[src/rtl/vending_fsm_param_if.sv]
// Coin-side / dispenser-side signal bundle for the vending controller.
// The master drives coins and cancel; the slave (controller) drives dispenser and hopper.
interface vending_fsm_param_if #(
  parameter int CW = 4
) ();
  logic          coin_a;
  logic          coin_b;
  logic          coin_c;
  logic          cancel;
  logic          dispense;
  logic          ret1;
  logic          ret2;
  logic          coin_reject;
  logic          busy;
  logic [CW-1:0] credit;
  logic [CW-1:0] change_total;

  modport master (
    output coin_a, coin_b, coin_c, cancel,
    input  dispense, ret1, ret2, coin_reject, busy, credit, change_total
  );

  modport slave (
    input  coin_a, coin_b, coin_c, cancel,
    output dispense, ret1, ret2, coin_reject, busy, credit, change_total
  );
endinterface

[src/rtl/vending_fsm_param.sv]
// Parametrised vending controller: accumulates coin credit, vends at PRICE and
// pays change or refunds as greedy 2/1-unit coin pulses. All outputs registered.
module vending_fsm_param #(
  parameter int PRICE    = 3,
  parameter int COIN_A   = 1,
  parameter int COIN_B   = 2,
  parameter int COIN_C   = 5,
  parameter int CW       = 4,
  parameter int DISP_CYC = 1
) (
  input  logic                 clk,
  input  logic                 rst_n,
  vending_fsm_param_if.slave   bus
);

  localparam int MAXC_AB = (COIN_A > COIN_B) ? COIN_A : COIN_B;
  localparam int MAXC    = (MAXC_AB > COIN_C) ? MAXC_AB : COIN_C;
  localparam int DCW     = (DISP_CYC > 1) ? $clog2(DISP_CYC) : 1;

  localparam logic [CW-1:0]  VAL_A   = CW'(COIN_A);
  localparam logic [CW-1:0]  VAL_B   = CW'(COIN_B);
  localparam logic [CW-1:0]  VAL_C   = CW'(COIN_C);
  localparam logic [CW-1:0]  PRICE_V = CW'(PRICE);
  localparam logic [CW-1:0]  TWO     = CW'(2);
  localparam logic [CW-1:0]  ONE     = CW'(1);
  localparam logic [DCW-1:0] CNT_INI = DCW'(DISP_CYC - 1);

  if (PRICE < 1 || DISP_CYC < 1 || ((2 ** CW) - 1) < (PRICE - 1 + MAXC)) begin : g_bad_param
    $error("vending_fsm_param: illegal PRICE/DISP_CYC or CW too narrow for credit range");
  end

  typedef enum logic [1:0] {IDLE, CREDIT, VEND, CHANGE} state_t;

  state_t         state_q, state_d;
  logic [CW-1:0]  credit_q, credit_d;
  logic [CW-1:0]  ctot_q, ctot_d;
  logic [DCW-1:0] cnt_q, cnt_d;
  logic           disp_q, disp_d;
  logic           ret1_q, ret1_d;
  logic           ret2_q, ret2_d;
  logic           rej_q, rej_d;
  logic           busy_q, busy_d;

  logic           coin_any, coin_ok;
  logic [CW-1:0]  coin_val, newc, step_amt;

  assign coin_any = bus.coin_a | bus.coin_b | bus.coin_c;
  assign coin_ok  = $onehot({bus.coin_a, bus.coin_b, bus.coin_c});
  assign coin_val = bus.coin_a ? VAL_A : (bus.coin_b ? VAL_B : VAL_C);
  assign newc     = credit_q + coin_val;
  // Greedy change: a 2-unit coin whenever at least 2 units remain.
  assign step_amt = (credit_q >= TWO) ? TWO : ONE;

  always_comb begin
    state_d  = state_q;
    credit_d = credit_q;
    ctot_d   = ctot_q;
    cnt_d    = cnt_q;
    disp_d   = 1'b0;
    ret1_d   = 1'b0;
    ret2_d   = 1'b0;
    rej_d    = 1'b0;
    case (state_q)
      IDLE, CREDIT: begin
        if (state_q == CREDIT && bus.cancel) begin
          // Refund starts on the same edge; a simultaneous coin is refused.
          rej_d    = coin_any;
          state_d  = CHANGE;
          ret2_d   = (step_amt == TWO);
          ret1_d   = (step_amt == ONE);
          credit_d = credit_q - step_amt;
          ctot_d   = ctot_q + step_amt;
        end else if (coin_any && !coin_ok) begin
          rej_d = 1'b1;
        end else if (coin_ok) begin
          ctot_d = '0;
          if (newc >= PRICE_V) begin
            credit_d = newc - PRICE_V;
            state_d  = VEND;
            disp_d   = 1'b1;
            cnt_d    = CNT_INI;
          end else begin
            credit_d = newc;
            state_d  = CREDIT;
          end
        end
      end
      VEND: begin
        rej_d = coin_any;
        if (cnt_q != '0) begin
          cnt_d  = cnt_q - 1'b1;
          disp_d = 1'b1;
        end else if (credit_q != '0) begin
          // First change coin leaves together with the end of dispense.
          state_d  = CHANGE;
          ret2_d   = (step_amt == TWO);
          ret1_d   = (step_amt == ONE);
          credit_d = credit_q - step_amt;
          ctot_d   = ctot_q + step_amt;
        end else begin
          state_d = IDLE;
        end
      end
      CHANGE: begin
        rej_d = coin_any;
        if (credit_q == '0) begin
          state_d = IDLE;
        end else begin
          ret2_d   = (step_amt == TWO);
          ret1_d   = (step_amt == ONE);
          credit_d = credit_q - step_amt;
          ctot_d   = ctot_q + step_amt;
        end
      end
      default: state_d = IDLE;
    endcase
    busy_d = (state_d == VEND) || (state_d == CHANGE);
  end

  always_ff @(posedge clk) begin
    if (!rst_n) begin
      state_q  <= IDLE;
      credit_q <= '0;
      ctot_q   <= '0;
      cnt_q    <= '0;
      disp_q   <= 1'b0;
      ret1_q   <= 1'b0;
      ret2_q   <= 1'b0;
      rej_q    <= 1'b0;
      busy_q   <= 1'b0;
    end else begin
      state_q  <= state_d;
      credit_q <= credit_d;
      ctot_q   <= ctot_d;
      cnt_q    <= cnt_d;
      disp_q   <= disp_d;
      ret1_q   <= ret1_d;
      ret2_q   <= ret2_d;
      rej_q    <= rej_d;
      busy_q   <= busy_d;
    end
  end

  assign bus.dispense     = disp_q;
  assign bus.ret1         = ret1_q;
  assign bus.ret2         = ret2_q;
  assign bus.coin_reject  = rej_q;
  assign bus.busy         = busy_q;
  assign bus.credit       = credit_q;
  assign bus.change_total = ctot_q;

endmodule

[src/flat_wrapper.sv]
// flat-port wrapper written by rule: the top's interface ports become plain ports
module vending_fsm_param_flat 
#(
  parameter int PRICE    = 3,
  parameter int COIN_A   = 1,
  parameter int COIN_B   = 2,
  parameter int COIN_C   = 5,
  parameter int CW       = 4,
  parameter int DISP_CYC = 1
)
  (clk, rst_n, bus_coin_a, bus_coin_b, bus_coin_c, bus_cancel, bus_dispense, bus_ret1, bus_ret2, bus_coin_reject, bus_busy, bus_credit, bus_change_total);
  vending_fsm_param_if #(.CW(CW)) bus_i ();
  input  logic clk;
  input  logic rst_n;
  input wire logic [$bits(bus_i.coin_a)-1:0] bus_coin_a;
  input wire logic [$bits(bus_i.coin_b)-1:0] bus_coin_b;
  input wire logic [$bits(bus_i.coin_c)-1:0] bus_coin_c;
  input wire logic [$bits(bus_i.cancel)-1:0] bus_cancel;
  output wire logic [$bits(bus_i.dispense)-1:0] bus_dispense;
  output wire logic [$bits(bus_i.ret1)-1:0] bus_ret1;
  output wire logic [$bits(bus_i.ret2)-1:0] bus_ret2;
  output wire logic [$bits(bus_i.coin_reject)-1:0] bus_coin_reject;
  output wire logic [$bits(bus_i.busy)-1:0] bus_busy;
  output wire logic [$bits(bus_i.credit)-1:0] bus_credit;
  output wire logic [$bits(bus_i.change_total)-1:0] bus_change_total;
  assign bus_i.coin_a = bus_coin_a;
  assign bus_i.coin_b = bus_coin_b;
  assign bus_i.coin_c = bus_coin_c;
  assign bus_i.cancel = bus_cancel;
  assign bus_dispense = bus_i.dispense;
  assign bus_ret1 = bus_i.ret1;
  assign bus_ret2 = bus_i.ret2;
  assign bus_coin_reject = bus_i.coin_reject;
  assign bus_busy = bus_i.busy;
  assign bus_credit = bus_i.credit;
  assign bus_change_total = bus_i.change_total;
  vending_fsm_param #(.PRICE(PRICE), .COIN_A(COIN_A), .COIN_B(COIN_B), .COIN_C(COIN_C), .CW(CW), .DISP_CYC(DISP_CYC)) u_core (.clk(clk), .rst_n(rst_n), .bus(bus_i));
endmodule
[config.mk]
export PLATFORM = sky130hd
export DESIGN_NAME = vending_fsm_param_flat
export DESIGN_NICKNAME = d
export VERILOG_FILES = /design/src/rtl/vending_fsm_param_if.sv /design/src/rtl/vending_fsm_param.sv /design/src/flat_wrapper.sv
export SDC_FILE = /design/constraint.sdc
export NUM_CORES = 1
export LEC_CHECK = 0
export BUFFER_PORTS_ARGS = -buffer_cell sky130_fd_sc_hd__buf_2
export CAP_MARGIN = 10
export CORE_UTILIZATION = 50
export CTS_BUF_LIST = sky130_fd_sc_hd__clkbuf_8
export DETAILED_ROUTE_END_ITERATION = 12
export HOLD_SLACK_MARGIN = 0.1
export PLACE_DENSITY = 0.74
export SLEW_MARGIN = 20
export SYNTH_ARGS = -nofsm -noshare
export SYNTH_HDL_FRONTEND = slang
export SYNTH_SLANG_ARGS = --single-unit
[constraint.sdc]
create_clock -name clk -period 4.9 [get_ports clk]
set_clock_uncertainty 0.05 [all_clocks]
set_input_delay 0.735 -clock clk [delete_from_list [all_inputs] [get_ports clk]]
set_output_delay 0.735 -clock clk [all_outputs]
set_load 0.01 [all_outputs]
==> results.md, run 1 <==
* RSZ-0062 raised after global routing: no
* Area growth from synthesis to layout at 17.3%
* Max layer used: met3
* Die Footprint at ~2100 um2
* Pwr Total at between 700 and 800 uW
* Critical Path Source Type: input pin
* Number of fill cells at 157
* Reg power frac at around 24%
* Largest net degree at the start of global routing at 16
* Vias after detailed routing at about 860
* Vias in the first global route at between 800 and 900
* Final hold vios at 0
* Clk_lat worst skew at between 0.2 and 0.3 ns
* Commonest non-fill, non-tap cell in the layout: buf_2
* Slew headroom at roughly 42%
* # diodes at 0
* Setup TNS Final at 0 ns
* PortBufs at 18
* Net Count, Synth at 129
* Most frequent cells in the layout: buf_2 (18), dfxtp_1 (14), nor2_1 (13), a21oi_1 (10), nand2_1 (9)
* Rows at 15
* MaxCap Viol Count at 0
* Total grt overflow at 0
* Clk sink count at 14
* Minimum clock period at between 2 and 3 ns
* Initial antenna violation count at 0
* CTS max path bufs at 2
* Final Max Tran Viols at 0
* Chip Width at approximately 46 um
* Clock-pin slew on the worst setup and hold paths at approximately 0.06 ns
* Maximum vdd ir drop at between 0.4 and 0.5 mV
* Die Y at approximately 46 um
* Power share of the clock group at roughly 16%
* Yosys cell types at 36
* Delay-heaviest family, CP: simple AND/OR/NAND/NOR gates
* Metal-1 WL at 930 um
* Status: completed
* Final setup vio count at 0
* CP Max Fanout at 12
* Detailed-route vias per instance at 5.54
* Total wire length after detailed routing at slightly below 2000 um
* Detailed Route Iter0 Violations at 13
* Ratio of cells with drive above 1 in the final layout at 20.8%
* Yosys reg bits at 14
* Critical path's slowest cell: or4_1
* Sw Share at between 40 and 50%
* Actual slew at the worst max-slew pin at 0.866 ns
* Postcts setup bufs at 0
* H-tree Lvls at 1
* Min Hold Slack at ~0.45 ns
* HPWL after DPL at around 1400 um
* Post-DRT Antenna Nets at 0
* Endpoint class of the critical path: flop
* Mean Syn Cell Area at between 8 and 9 um2
* Nets at around 150
* Ys Warns at 0
* Cts bufs inserted at 3
* WL per Instance at about 13 um
* Post-synthesis sequential area ratio at a little under 30%
* Net Switching at approximately 330 uW
* CP Class: input pin to flop
* # hold bufs at CTS at 0
* Cell Count, Final, Fillers Out at about 160
* Worst endpoint data arrival time at 2.81 ns
* Met2 wire length at around 960 um
* Critical Path RT at 5.02 ns
* Post-CTS sizing at 0
* Final GP Congestion at 0.755
* Worst Hold Class: flop to flop
* Synth Cell Area at roughly 950 um2
* Starting density of the core at 54.3%
* Logic pwr share at 60.3%
* CTS tree: done
* CP bufs+invs at 1
* Int Pwr at 404 uW
* Fmax at 372 MHz
* Synth Instances at about 110
* Worst-path cell chain: buf_2 -> fa_1 -> nor2b_1 -> o2bb2ai_1 -> or4_1 -> a21boi_0
* Fin util at 63.7%
* Final worst path period share at around 55%
* I/O pin cnt at 19
* Pre-Repair DR Iteration Count at 4
* Met3 routed WL at 81 um
* Leakage at between 0.5 and 0.6 nW
* Slowest cell delay on critical path at 0.55 ns
* Core ar. at approximately 1700 um2
* Placed Cells at 151
* Power Density at around 660 nW/um2
* CTS root buf: clkbuf_8
* GRT Total Usage at between 20 and 25%
* DR DRC count at 0
* First-pass GRT wire length at between 3000 and 4000 um
sequential cells by signal, summed over array words and instances (netlist names):
name	cells
u_core.bus.change_total	4
u_core.state_q	2
u_core.bus.credit	4
u_core.bus.ret1	1
u_core.bus.ret2	1
u_core.bus.dispense	1
u_core.bus.coin_reject	1
layout make-up:
cell class	instances	area [um2]	area share, %
multi-input combinational	88	632	56.9
tap	25	31.3	2.82
timing repair buffer	18	90.1	8.11
clock buffer	4	55.1	4.95
inverter	6	22.5	2.03
sequential	14	280	25.2
power groups by stage:
stage | sequential [mW] | combinational, mW | clock (mW)
after global routing | 0.183 | 0.518 | 0.121
final | 0.178 | 0.443 | 0.114
after CTS | 0.179 | 0.444 | 0.116
after floorplan | 0.187 | 0.334 | 0
after detailed placement | 0.181 | 0.441 | 0
after global placement | 0.180 | 0.431 | 0
cell usage after synthesis (all sizes together):
| cell | count | area share, % |
|---|---|---|
| a211o | 1 | 0.92 |
| a211oi | 1 | 0.79 |
| a21boi | 1 | 0.79 |
| a21o | 5 | 4.0 |
| a21oi | 11 | 6.2 |
| a221oi | 2 | 1.8 |
| a31o | 2 | 1.8 |
| a32o | 1 | 1.1 |
| and2 | 1 | 0.66 |
| and3 | 3 | 2.0 |
| and4 | 1 | 0.92 |
| buf | 2 | 0.92 |
| clkbuf | 1 | 0.40 |
| dfxtp | 14 | 30 |
| fa | 4 | 8.5 |
| ha | 8 | 11 |
| inv | 6 | 2.4 |
| mux2i | 1 | 1.1 |
| nand2 | 9 | 3.6 |
| nand2b | 1 | 0.66 |
| nand3 | 1 | 0.53 |
| nor2 | 13 | 5.2 |
| nor2b | 4 | 2.6 |
| nor3 | 2 | 1.1 |
| nor3b | 1 | 0.79 |
| nor4 | 2 | 1.3 |
| o21ai | 5 | 2.6 |
| o2bb2ai | 1 | 0.92 |
| or3 | 2 | 1.8 |
| or4 | 1 | 0.79 |
| xnor2 | 2 | 1.8 |
| xor2 | 2 | 1.8 |
per-layer routing:
layer,up-vias,global-route usage (%)
li1,437,-
met1,404,29.7
met2,18,37.1
met3,0,6.35
met4,0,4.85
met5,-,0
per-stage QoR:
stage	setup WS (ns)	instance area, um2
floorplan	2.33	947
finish	2.21	1110
global placement	1.99	1060
CTS	2.24	1110
global route	2.08	1110
detailed placement	1.99	1060
worst min-delay path: stages (launching register included):
cell      delay, ns
dfxtp_1        0.31
o21ai_0        0.06
a21boi_0       0.07
path summary, 6_finish.rpt:
check	cells after the start	startpoint	slack (ns)	endpoint
min	2	u_core.bus.change_total[3]	0.45	u_core.bus.change_total[3]
max	6	bus_coin_c	2.21	u_core.bus.change_total[3]
min reg2reg	2	u_core.bus.change_total[3]	0.45	u_core.bus.change_total[3]
max reg2reg	8	u_core.bus.credit[1]	2.55	u_core.bus.credit[1]
cell families (layout without fill, tap and decap cells):
logic type | Yosys count | after routing | share of synthesized area, %
simple gates | 41 | 41 | 21.9
compound gates | 30 | 30 | 21.0
flops | 14 | 14 | 29.6
fa+ha+maj | 12 | 12 | 19.0
buf+inv | 9 | 28 | 3.70
xor+xnor | 4 | 4 | 3.70
mux | 1 | 1 | 1.06
No activity file was read; power rests on OpenSTA's default activity.
==> run 2: changes to the inputs <==
ABC_AREA = 1   (was unset)
PLACE_DENSITY = 0.73   (was 0.74)
clock period = 2.69 ns   (was 4.9 ns; I/O delays follow)
==> run 2 against run 1 <==
Against the previous run: combinational power grew 120%; critical path depth grew 8; design area grew 4.2%; sequential power grew 110%; synthesized cell count grew 21%; total power grew 110%; largest cell class unchanged.
==> results.md, run 2 <==
* HPWL after DPL at about 1600 um
* Logic pwr share at between 60% and 70%
* Top cell type by total area after synthesis: dfxtp_1
* Dominant synthesized flop cell: dfxtp_1
* Postcts setup bufs at 0
* MaxCap Viol Count at 0
* Leakage at between 0.5 and 0.6 nW
* Reg2reg setup slack at ~0.41 ns
* CTS tree: done
* Setup TNS Final at 0 ns
* Most frequently used cell type in the post-synthesis netlist: nand2_1
* Vias after detailed routing at 958
* Cell Count, Final, Fillers Out at 181
* Clock-pin slew on the worst setup and hold paths at 0.06 ns
* Vias in the first global route at around 870
* Endpoint class of the critical path: flop
* Starting density of the core at between 50% and 60%
* Final hold vios at 0
* Reg power frac at 23.5%
* Int Pwr at between 800 and 900 uW
* Area growth from synthesis to layout at 17.1%
* Total wire length after detailed routing at between 1500 and 2000 um
* Critical Path Source Type: input pin
* Worst reg-to-reg path cell count at 10
* Most frequent cells in the layout: nand2_1 (30), inv_1 (21), buf_2 (18), a21oi_1 (14), dfxtp_1 (14)
* Critical Path RT at ~2.8 ns
* Critical path's slowest cell: fa_1
* Final setup vio count at 0
* Post-CTS sizing at 0
* Power Density at about 1300 nW/um2
* Final GP Congestion at slightly below 0.8
* CP Class: input pin to flop
* Final Max Tran Viols at 0
* Worst hold endpoint: u_core.state_q[1]
* WL per Instance at around 11 um
* Actual slew at the worst max-slew pin at roughly 0.54 ns
* CTS max path bufs at 2
* Pre-Repair DR Iteration Count at 4
* PortBufs at 18
* Total grt overflow at 0
* Largest net degree at the start of global routing at 14
* Pwr Total at ~1.6 mW
* CTS root buf: clkbuf_8
* GRT Total Usage at between 20% and 30%
* Clk_lat worst skew at about 0.24 ns
* Top cell by count, worst path: inv_1
* Minimum clock period at about 2.4 ns
* I/O pin cnt at 19
* Die Y at 46.5 um
* Nets at roughly 180
* Rows at 15
* Post-synthesis sequential area ratio at between 20% and 30%
* Initial antenna violation count at 0
* Slowest cell delay on critical path at ~0.48 ns
* Maximum vdd ir drop at approximately 0.77 mV
* R2R Path Start: u_core.bus.credit[0]
* Ys Warns at 0
* Worst endpoint data arrival time at between 2 and 3 ns
* Yosys reg bits at 14
* Status: completed
* Net Switching at ~740 uW
* Sw Share at ~48%
* DR DRC count at 0
* Reg2reg end: u_core.state_q[0]
* Chip Width at ~46 um
* Cts bufs inserted at 3
* Yosys cell types at 21
* Synth Cell Area at roughly 990 um2
* Delay-heaviest family, CP: adder cells
* Number of fill cells at approximately 170
* Slew headroom at 63.9%
* RSZ-0062 raised after global routing: no
* Fmax at roughly 420 MHz
* Final worst path period share at between 80% and 90%
* EDFF count, synth at 0
* Die Footprint at around 2200 um2
* Worst Hold Class: input pin to flop
* First-pass GRT wire length at 3550 um
* Ranking of synthesized cells by area: dfxtp_1 (28%), nand2_1 (11%), ha_1 (10%)
* # diodes at 0
* Power share of the clock group at between 10% and 20%
* Net Count, Synth at 152
* Placed Cells at approximately 180
* CP bufs+invs at 4
* Post-DRT Antenna Nets at 0
* Detailed Route Iter0 Violations at 26
* Hold path start: rst_n
* Core ar. at between 1500 and 2000 um2
* Post-synth ARST share at 0%
* Commonest non-fill, non-tap cell in the layout: nand2_1
* Clk sink count at 14
* Detailed-route vias per instance at between 5 and 6
* Worst-path cell chain: buf_2 -> inv_1 -> nor2_1 -> inv_1 -> ha_1 -> fa_1 -> ha_1 -> a21oi_1 -> nand3_1 -> nand2_1 -> o21ai_0 -> nand2_1 -> nand3_1 -> inv_1
* H-tree Lvls at 1
* Synth Instances at about 130
* # hold bufs at CTS at 0
* WHS Path Cells at 3
* CP Max Fanout at 4
* Ratio of cells with drive above 1 in the final layout at 18.6%
* Most common library cells after synthesis: nand2_1 (30), inv_1 (21), a21oi_1 (14), dfxtp_1 (14), nand3_1 (13)
* Top-area cell type share of the netlist area at between 20% and 30%
* Mean Syn Cell Area at about 7.4 um2
## run 2: cell types whose count changed in the layout (fill, tap and decap cells not counted), moves of 3 or more
cell     previous run  this run
inv_1               5        21
nand2_1             9        30
and3_1              3         0
a21o_1              5         0
a21oi_1            10        14
nor2b_1             4         0
nand3_1             1        13
nor2_1             13         8
## run 2: worst max-delay path by stage
| stage | startpoint | endpoint | cells after the start |
|---|---|---|---|
| 2_1_floorplan | bus_coin_b | u_core.state_q[0] | 13 |
| 4_1_cts | bus_coin_b | u_core.state_q[0] | 14 |
| 5_1_grt | bus_coin_b | u_core.state_q[0] | 14 |
| 6_report | bus_coin_b | u_core.state_q[0] | 14 |
| 3_3_place_gp | bus_coin_b | u_core.state_q[0] | 14 |
| 3_5_place_dp | bus_coin_b | u_core.state_q[0] | 14 |
## run 2: kinds of logic after synthesis
family / after synthesis / share of synthesized area [%]
AND/OR/NAND/NOR: 61 / 29.2
AO/OA/AOI/OAI: 23 / 13.0
buffers and inverters: 23 / 10.3
flip-flops: 14 / 28.4
adder cells (fa/ha/maj): 12 / 18.2
XOR/XNOR: 1 / 0.886
## run 2: final cells by class
type	count	area [um2]	share of cell area, %
multi-input cells	97	607	52.4
flip-flops and latches	14	280	24.2
repair buffers	20	105	9.08
inverters	21	78.8	6.81
clock buffers	4	55.1	4.76
well taps	25	31.3	2.70
## run 2: worst min-delay path, delay by kind of cell
family                 cells  cell delay (ns)
AOI/OAI and AO/OA          1             0.03
buffers and inverters      1             0.15
and+or+nand+nor            1             0.08
## run 2: power groups by stage
stage / clock network, mW / logic (mW) / registers [mW]
2_1_floorplan: 0 / 0.751 / 0.390
3_3_place_gp: 0 / 0.954 / 0.367
3_5_place_dp: 0 / 0.984 / 0.371
4_1_cts: 0.209 / 0.991 / 0.367
5_1_grt: 0.220 / 1.14 / 0.382
6_report: 0.203 / 0.984 / 0.365
## run 2: metal layers
layer	global-route usage (%)	vias to the layer above	share of wire, %	routed length [um]
met4	5.29	0	0.61	12
met1	29.2	441	45	884
met3	5.88	2	5.1	102
li1	-	485	-	-
met5	0	-	0	0
met2	39.7	30	50	983
## run 2: per-stage QoR
stage | util [%] | cell area (um2) | setup slack [ns] | hold slack, ns
after floorplan | - | 988 | 0.355 | 0.448
after global placement | 61.8 | 1100 | 0.213 | 0.420
after detailed placement | 61.8 | 1100 | 0.104 | 0.429
after CTS | 64.9 | 1160 | 0.335 | 0.402
after global routing | 64.9 | 1160 | 0.100 | 0.426
final | 64.9 | 1160 | 0.336 | 0.413
